## config.mk

```make
export PLATFORM = sky130hd
export DESIGN_NAME = gate_op_scheduler
export DESIGN_NICKNAME = d
export VERILOG_FILES = /design/src/rtl/gate_op_pkg.sv /design/src/rtl/gate_unit.sv /design/src/rtl/gate_op_scheduler.sv
export SDC_FILE = /design/constraint.sdc
export NUM_CORES = 1
export LEC_CHECK = 0
export ABC_AREA = 1
export BUFFER_PORTS_ARGS = -buffer_cell sky130_fd_sc_hd__clkbuf_2
export CAP_MARGIN = 20
export CORE_UTILIZATION = 30
export DETAILED_ROUTE_END_ITERATION = 10
export PLACE_DENSITY = 0.6
export SLEW_MARGIN = 5
export SYNTH_ARGS = -nofsm -noshare
export SYNTH_HDL_FRONTEND = slang
export SYNTH_SLANG_ARGS = --single-unit
```

## constraint.sdc

```tcl
create_clock -name clk -period 2.7 [get_ports clk]
set_input_delay 0.135 -clock clk [delete_from_list [all_inputs] [get_ports clk]]
set_output_delay 0.135 -clock clk [all_outputs]
set_load 0.05 [all_outputs]
```

## src/rtl/gate_op_pkg.sv

```systemverilog
// Shared opcode constants and FSM state
// encoding for the gate operation scheduler.
package gate_op_pkg;

  localparam logic [2:0] OP_NOT  = 3'd0;
  localparam logic [2:0] OP_AND  = 3'd1;
  localparam logic [2:0] OP_OR   = 3'd2;
  localparam logic [2:0] OP_NAND = 3'd3;
  localparam logic [2:0] OP_NOR  = 3'd4;
  localparam logic [2:0] OP_XOR  = 3'd5;
  localparam logic [2:0] OP_XNOR = 3'd6;
  localparam logic [2:0] OP_RSVD = 3'd7;

  typedef enum logic {
    ST_IDLE  = 1'b0,
    ST_VALID = 1'b1
  } state_e;

endpackage

```

## src/rtl/gate_unit.sv

```systemverilog
// Combinational bitwise gate evaluator.
// Reserved opcode yields zero and flags err.
module gate_unit #(
  parameter int WIDTH = 8
) (
  input  logic [2:0]       op,
  input  logic [WIDTH-1:0] a,
  input  logic [WIDTH-1:0] b,
  output logic [WIDTH-1:0] y,
  output logic             err
);
  import gate_op_pkg::*;

  // decode opcode into the bitwise result
  always_comb begin
    y   = '0;
    err = 1'b0;
    case (op)
      OP_NOT:  y = ~a;
      OP_AND:  y = a & b;
      OP_OR:   y = a | b;
      OP_NAND: y = ~(a & b);
      OP_NOR:  y = ~(a | b);
      OP_XOR:  y = a ^ b;
      OP_XNOR: y = ~(a ^ b);
      default: err = 1'b1;
    endcase
  end

endmodule

```

## src/rtl/gate_op_scheduler.sv

```systemverilog
// Round-robin arbiter sharing one gate unit
// among N_REQ requesters, result handshake.
module gate_op_scheduler #(
  parameter int N_REQ = 4,
  parameter int WIDTH = 8
) (
  input  logic                     clk,
  input  logic                     rst,
  input  logic [N_REQ-1:0]         req,
  input  logic [3*N_REQ-1:0]       op,
  input  logic [WIDTH*N_REQ-1:0]   a,
  input  logic [WIDTH*N_REQ-1:0]   b,
  output logic [N_REQ-1:0]         gnt,
  output logic                     res_valid,
  output logic [WIDTH-1:0]         res_data,
  output logic [$clog2(N_REQ)-1:0] res_id,
  output logic                     res_err,
  input  logic                     res_ready
);
  import gate_op_pkg::*;

  localparam int IDW = $clog2(N_REQ);
  localparam logic [IDW:0] NW =
    (IDW+1)'(N_REQ);
  localparam logic [IDW-1:0] LAST =
    IDW'(N_REQ - 1);

  state_e           state;
  state_e           state_n;
  logic [IDW-1:0]   ptr;
  logic [IDW-1:0]   win;
  logic             found;
  logic [IDW:0]     scan;
  logic [2:0]       sel_op;
  logic [WIDTH-1:0] sel_a;
  logic [WIDTH-1:0] sel_b;
  logic [WIDTH-1:0] y;
  logic             err;
  logic             load;
  logic             clear;

  // first set request at or after ptr wins
  always_comb begin
    found = 1'b0;
    win   = '0;
    scan  = '0;
    for (int k = 0; k < N_REQ; k++) begin
      scan = {1'b0, ptr} + (IDW+1)'(k);
      if (scan >= NW)
        scan = scan - NW;
      if (!found && req[scan]) begin
        found = 1'b1;
        win   = scan[IDW-1:0];
      end
    end
  end

  assign sel_op = op[3*int'(win) +: 3];
  assign sel_a  = a[WIDTH*int'(win) +: WIDTH];
  assign sel_b  = b[WIDTH*int'(win) +: WIDTH];

  gate_unit #(.WIDTH(WIDTH)) u_gate (
    .op  (sel_op),
    .a   (sel_a),
    .b   (sel_b),
    .y   (y),
    .err (err)
  );

  // state register
  always_ff @(posedge clk) begin
    if (rst)
      state <= ST_IDLE;
    else
      state <= state_n;
  end

  // next state and load/clear strobes
  always_comb begin
    state_n = state;
    load    = 1'b0;
    clear   = 1'b0;
    unique case (state)
      ST_IDLE: begin
        if (found) begin
          load    = 1'b1;
          state_n = ST_VALID;
        end
      end
      ST_VALID: begin
        if (res_ready) begin
          clear   = 1'b1;
          state_n = ST_IDLE;
        end
      end
      default: state_n = ST_IDLE;
    endcase
  end

  // grant pulse, result capture and ptr advance
  always_ff @(posedge clk) begin
    if (rst) begin
      ptr       <= '0;
      gnt       <= '0;
      res_valid <= 1'b0;
      res_data  <= '0;
      res_id    <= '0;
      res_err   <= 1'b0;
    end else begin
      gnt <= '0;
      if (load) begin
        gnt       <= {{(N_REQ-1){1'b0}}, 1'b1}
                     << win;
        res_valid <= 1'b1;
        res_data  <= y;
        res_id    <= win;
        res_err   <= err;
      end else if (clear) begin
        res_valid <= 1'b0;
        res_data  <= '0;
        res_id    <= '0;
        res_err   <= 1'b0;
        ptr       <= (res_id == LAST) ? '0
                     : res_id + 1'b1;
      end
    end
  end

endmodule

```

Word level (Yosys, flattened, before mapping)
Index checks and enable logic that the tools add are counted.

cells by class
  $lt $le $gt $ge = 8
  multiplexer cells = 36
  bitwise gates (word level) = 9
  multipliers = 1
  shift-type cells = 4
  add/subtract/negate cells = 8
  divide/modulo/power cells = 0
  reductions and logical operators = 11
  eq/ne operators = 7

operator list
  cell                                                 count
  indexed part select 32 x 6 -> 8 bit                  2
  one-hot mux 8 bit (7 select lines)                   1
  NOT 8 bit                                            4
  2-to-1 mux 1 bit                                     17
  2-to-1 mux 8 bit                                     2
  2-to-1 mux 2 bit                                     7
  less-than comparator 3 bit, second input constant    4
  2-to-1 mux 3 bit                                     4
  indexed part select 12 x 5 -> 3 bit                  1
  equality test 3 bit, second input constant           3
  >= comparator 3 bit, second input constant           3
  subtractor 3 bit, second input constant              3
  AND 8 bit                                            1
  binary-select mux 1 bit (select 2 bit)               4
  bitwise OR 8 bit                                     1
  bitwise XOR 8 bit                                    1
  OR reduction 7 bit                                   1
  adder 2 x 2 -> 3 bit, second input constant          2
  equality test 3 x 2 -> 1 bit, second input constant  2
  multiplier 2 x 2 -> 4 bit, first input constant      1
  left shift 1 x 2 -> 4 bit, first input constant      1
  adder 2 x 1 -> 3 bit, second input constant          1
  equality test 3 x 1 -> 1 bit, second input constant  1
  >= comparator 2 x 3 -> 1 bit, second input constant  1
  11 further kinds                                     16

word-level totals
  bits in read-only memories = 0
  bits in latches = 0
  memories = 0
  output and inout bits = 16
  bits in registers = 19
  input port bits = 83
  RAM bits = 0

Longest topological paths before layout
  depth after elaboration = 20
  depth in mapped cells = 25

Modules after synthesis
From an unflattened synthesis, not the netlist that was laid out.

second synthesis, totals
  cell total of the unflattened synthesis = 537
  area, all modules = 2870.3 um2

modules (own cells, without submodules)
  module             times used  area each (um2)  cells an instance
  gate_op_scheduler  1           2025.7           369
  gate_unit          1           844.6            168

Least setup slack after synthesis
Ideal clock, no wire load.

  path type = register to register
  start point = register ptr[0]
  end point = register res_data[3]
  clock period less this slack = 2.796 ns
  path buffers = 4
  stages on the path, launching flop included = 23
  path slack = -0.096 ns
  data arrival time = 2.661 ns
  required time = 2.565 ns
  cell sequence = dfxtp_1 > buf_6 > nand2_1 > nand3_2 > nand2_2 > clkinv_1 > nand3_4 > nand3_4 > inv_4 > buf_4 > buf_4 > buf_4 > nand2_1 > a32oi_1 > inv_1 > ha_1 > inv_1 > nand4_1 > nand2_1 > nor2_1 > nand2_1 > nand2_1 > a21oi_2

on the way
  cells in the longest elaborated chain, start to end = 19
  elaborated cells between the ends (all ways) = 60

ends and longest elaborated chain
  element                                                                        RTL line                  source
  start: declaration                                                             gate_op_scheduler.sv:30   logic [IDW-1:0] ptr;
  start signal: assignment                                                       gate_op_scheduler.sv:123  ptr <= (res_id == LAST) ? '0
  parallel branches: the longest is 19 deep, another holds adder 2 x 1 -> 3 bit  --
  end signal: assignment                                                         gate_op_scheduler.sv:115  res_data <= y;
  end: declaration                                                               gate_op_scheduler.sv:15   output logic [WIDTH-1:0] res_data,

Several ways; the timed one is not identified. The select of a mux whose other input is x is not followed.
A chain may end at the register's enable or synchronous reset.

Worst setup path after layout
Ends and elaborated chain as after synthesis.

==> metrics.md <==
| Metric | Value |
|---|---|
| Final setup viols | `0` |
| Yosys top cell area share | `24.1%` |
| Min-Delay Endpoint | `ptr[0]$_SDFFE_PP0P_` |
| Placed cell area | `3470 sq um` |
| Status | `finished, final reports clean` |
| Tightest Pin Transition | `339 ps` |
| Vias in the first global route | `3001` |
| CP Capture Type | `register` |
| Top cells by area, synth | `nand2_1, dfxtp_1, nand3_1, inv_1, ha_1` |
| Sequential area share after synthesis | `13.4%` |
| Initial Utilization | `30.9%` |
| Core Region | `9200 sq um` |
| Max-Cap Viols | `0` |
| WL/cell | `12.8 microns` |
| Inserted Diodes | `0` |
| Drt first pass iters | `4` |
| Met2 wire length | `4.51 mm` |
| R2r startpoint | `ptr[0]$_SDFFE_PP0P_` |
| Ys async rst share | `0%` |
| PD cells | `867 nW/um^2` |
| R2r endpoint | `res_data[3]$_SDFFE_PP0P_` |
| Congestion Overflow GR | `0` |
| # nets final | `703` |
| Cells on Worst Hold Path | `3` |
| Post-Route WL | `9.16 mm` |
| F_max | `373 MHz` |
| GPL Wtd Cong | `0.835` |
| Worst reg2reg setup slack | `20 ps` |
| Number of H-tree levels | `1` |
| Yosys warns | `0` |
| Synthesized net count | `583` |
| Clk pin slew, worst setup/hold paths | `70 ps` |
| Layout Utilization | `43.7%` |
| Hpwl dp | `6.62 mm` |
| Pin count of the biggest net entering global routing | `30` |
| Worst-case reg-to-reg path depth | `22` |
| Iter 0 DRT Violations | `142` |
| FILL cells | `988` |
| Met3 routed WL | `404 microns` |
| Share of cells above drive strength 1 | `38.7%` |
| WS Path Type | `register to register` |
| Initial antenna violation count | `0` |
| Root Buffer | `clkbuf_8` |
| Total power draw | `3.48 mW` |
| Ys flop type | `dfxtp_1` |
| CTS Sinks | `19` |
| WP data required | `2890 ps` |
| HP Class | `input pin to register` |
| Inserted Clock Buffers | `3` |
| Post-route ant nets | `0` |
| Die height | `99.3 microns` |
| Cell area after layout | `4020 sq um` |
| Final WS setup | `16.3 ps` |
| Via count | `3385` |
| Yosys reg bits | `19` |
| Clk Latency, worst-skew pair | `250 ps` |
| Worst Setup Start Kind | `register` |
| First-pass GRT wire length | `13.8 mm` |
| Yosys top cell by area | `nand2_1` |
| I/O pin count | `99` |
| RSZ-0062 raised after global routing | `yes` |
| Fin. Hold Viols | `0` |
| Worst Path Max Fanout | `8` |
| Die X-Extent | `99.3 microns` |
| Final Critical Period | `2680 ps` |
| Synth Area per Inst | `5.88 sq um` |
| VDD IR max | `326 uV` |
| Pre-CTS setup slack | `-72.8 ps` |
| Clock Skew | `5.63 ps` |
| Unique cell type count in the Yosys netlist | `30` |
| # DRC | `0` |
| IO Port Bufs | `98` |
| CTS tree | `yes` |
| Setup_tns | `0 ps` |
| Cells after synthesis | `483` |
| Number of synthesized flops with an enable pin | `0` |
| P&R area growth vs syn | `41.5%` |
| Num rows | `35` |
| Hold_sp | `res_ready` |
| Final period util | `99.4%` |
| Post-Syn Area | `2840 sq um` |
| Slew margin rel. | `77.4%` |
| Vias per cell | `4.75` |
| Sum of routed wire segments on met1 | `4.21 mm` |
| Top sig layer | `met4` |
| Slew Viols, Final | `0` |
| Leak pwr | `2.25 nW` |
| GR Util All Layers | `16.8%` |
| Die area | `9850 sq um` |
| Clock buffer depth | `2` |
| Arr. time, crit path | `2870 ps` |
-- cells in the final DEF (no fill, tap or decap), drive strengths merged --
cell type    n
a211oi       1
a21oi       11
a32oi        8
buf         33
clkbuf     105
clkinv       3
dfxtp       19
ha          17
inv         68
nand2      200
nand3       69
nand4       25
nor2        38
nor3         2
o21ai        2
o41ai        1
-- cell type report --
type / instances / area [sq um] / area share (%)
Tap cell: 111 / 139 / 3.46
Inverter: 68 / 279 / 6.95
Sequential cell: 19 / 385 / 9.60
Timing Repair Buffer: 135 / 933 / 23.2
Clock buffer: 3 / 41.3 / 1.03
Timing Repair inverter: 2 / 17.5 / 0.436
Clock inverter: 1 / 5.00 / 0.125
Multi-Input combinational cell: 374 / 2220 / 55.2
-- registers in the layout, indices dropped and copies added (netlist names) --
| register | cells |
|---|---|
| state | 1 |
| gnt | 4 |
| res_err | 1 |
| ptr | 2 |
| res_id | 2 |
| res_data | 8 |
| res_valid | 1 |
-- metal layers --
layer,up-vias,global-route usage [%]
met5,-,0
met3,4,1.19
met1,1502,22.5
li1,1784,-
met4,0,3.17
met2,95,29.7
-- kinds of logic after synthesis --
logic type / Yosys count / synth area share (%)
fa+ha+maj: 17 / 7.50
compound gates: 23 / 5.86
simple gates: 334 / 57.4
flops: 19 / 13.4
buf+inv: 90 / 15.9
-- worst max-delay path by stage --
stage,start,end,slack [ps],cells past startpoint
after CTS,ptr[0]$_SDFFE_PP0P_,res_data[4]$_SDFFE_PP0P_,-5,20
after global routing,ptr[0]$_SDFFE_PP0P_,res_data[1]$_SDFFE_PP0P_,-180,22
after floorplan,ptr[1]$_SDFFE_PP0P_,res_data[3]$_SDFFE_PP0P_,5,24
after global placement,ptr[0]$_SDFFE_PP0P_,res_data[0]$_SDFFE_PP0P_,-10,20
after detailed placement,ptr[0]$_SDFFE_PP0P_,res_data[0]$_SDFFE_PP0P_,-70,20
final,ptr[0]$_SDFFE_PP0P_,res_data[3]$_SDFFE_PP0P_,20,22
-- repair_timing --
item	CTS	global route
pin swaps	0	17
setup buffers	0	10
endpoints found under the setup margin	8	8
hold buffers	0	0
gates cloned	0	6
resized for setup	9	67
endpoints found under the hold margin	0	0
-- worst max-delay path, cell delays in order, from the launching register on --
cell	delay [ps]
dfxtp_4	380
buf_12	140
nand2_1	70
nand2_2	80
nand2_2	60
nand2_2	60
nor2_4	120
nand3_1	110
nand3_2	90
nand2_4	90
buf_12	150
buf_4	160
nand3_1	100
nand2_2	100
buf_12	160
nor2_8	160
buf_6	130
nand3_1	60
nand2_1	70
nor2_1	40
nand2_1	70
nand2_1	70
a21oi_2	110
-- synthesized netlist by cell type (3+ instances only) --
master,count
nand2_2,13
buf_4,5
buf_6,10
nor2_8,3
nand2_4,4
nand3_4,3
nand2_1,182
a32oi_1,8
dfxtp_1,19
a21oi_1,7
nor2_1,32
inv_2,5
nand3_1,58
nand4_1,25
a21oi_2,4
buf_2,4
inv_1,61
ha_1,17
nand3_2,8
-- power by group --
group | leakage [nW] | internal [mW] | switching (mW)
logic | 2.07 | 1.10 | 1.79
registers | 0.157 | 0.353 | 0.0465
clock network | 0.0255 | 0.102 | 0.0921
-- metrics by stage --
step	instances	hold WS, ps
floorplan	483	228
CTS	697	194
global route	713	210
detailed placement	693	447
global placement	693	450
finish	713	198
Power figures use the tool's default switching activity.
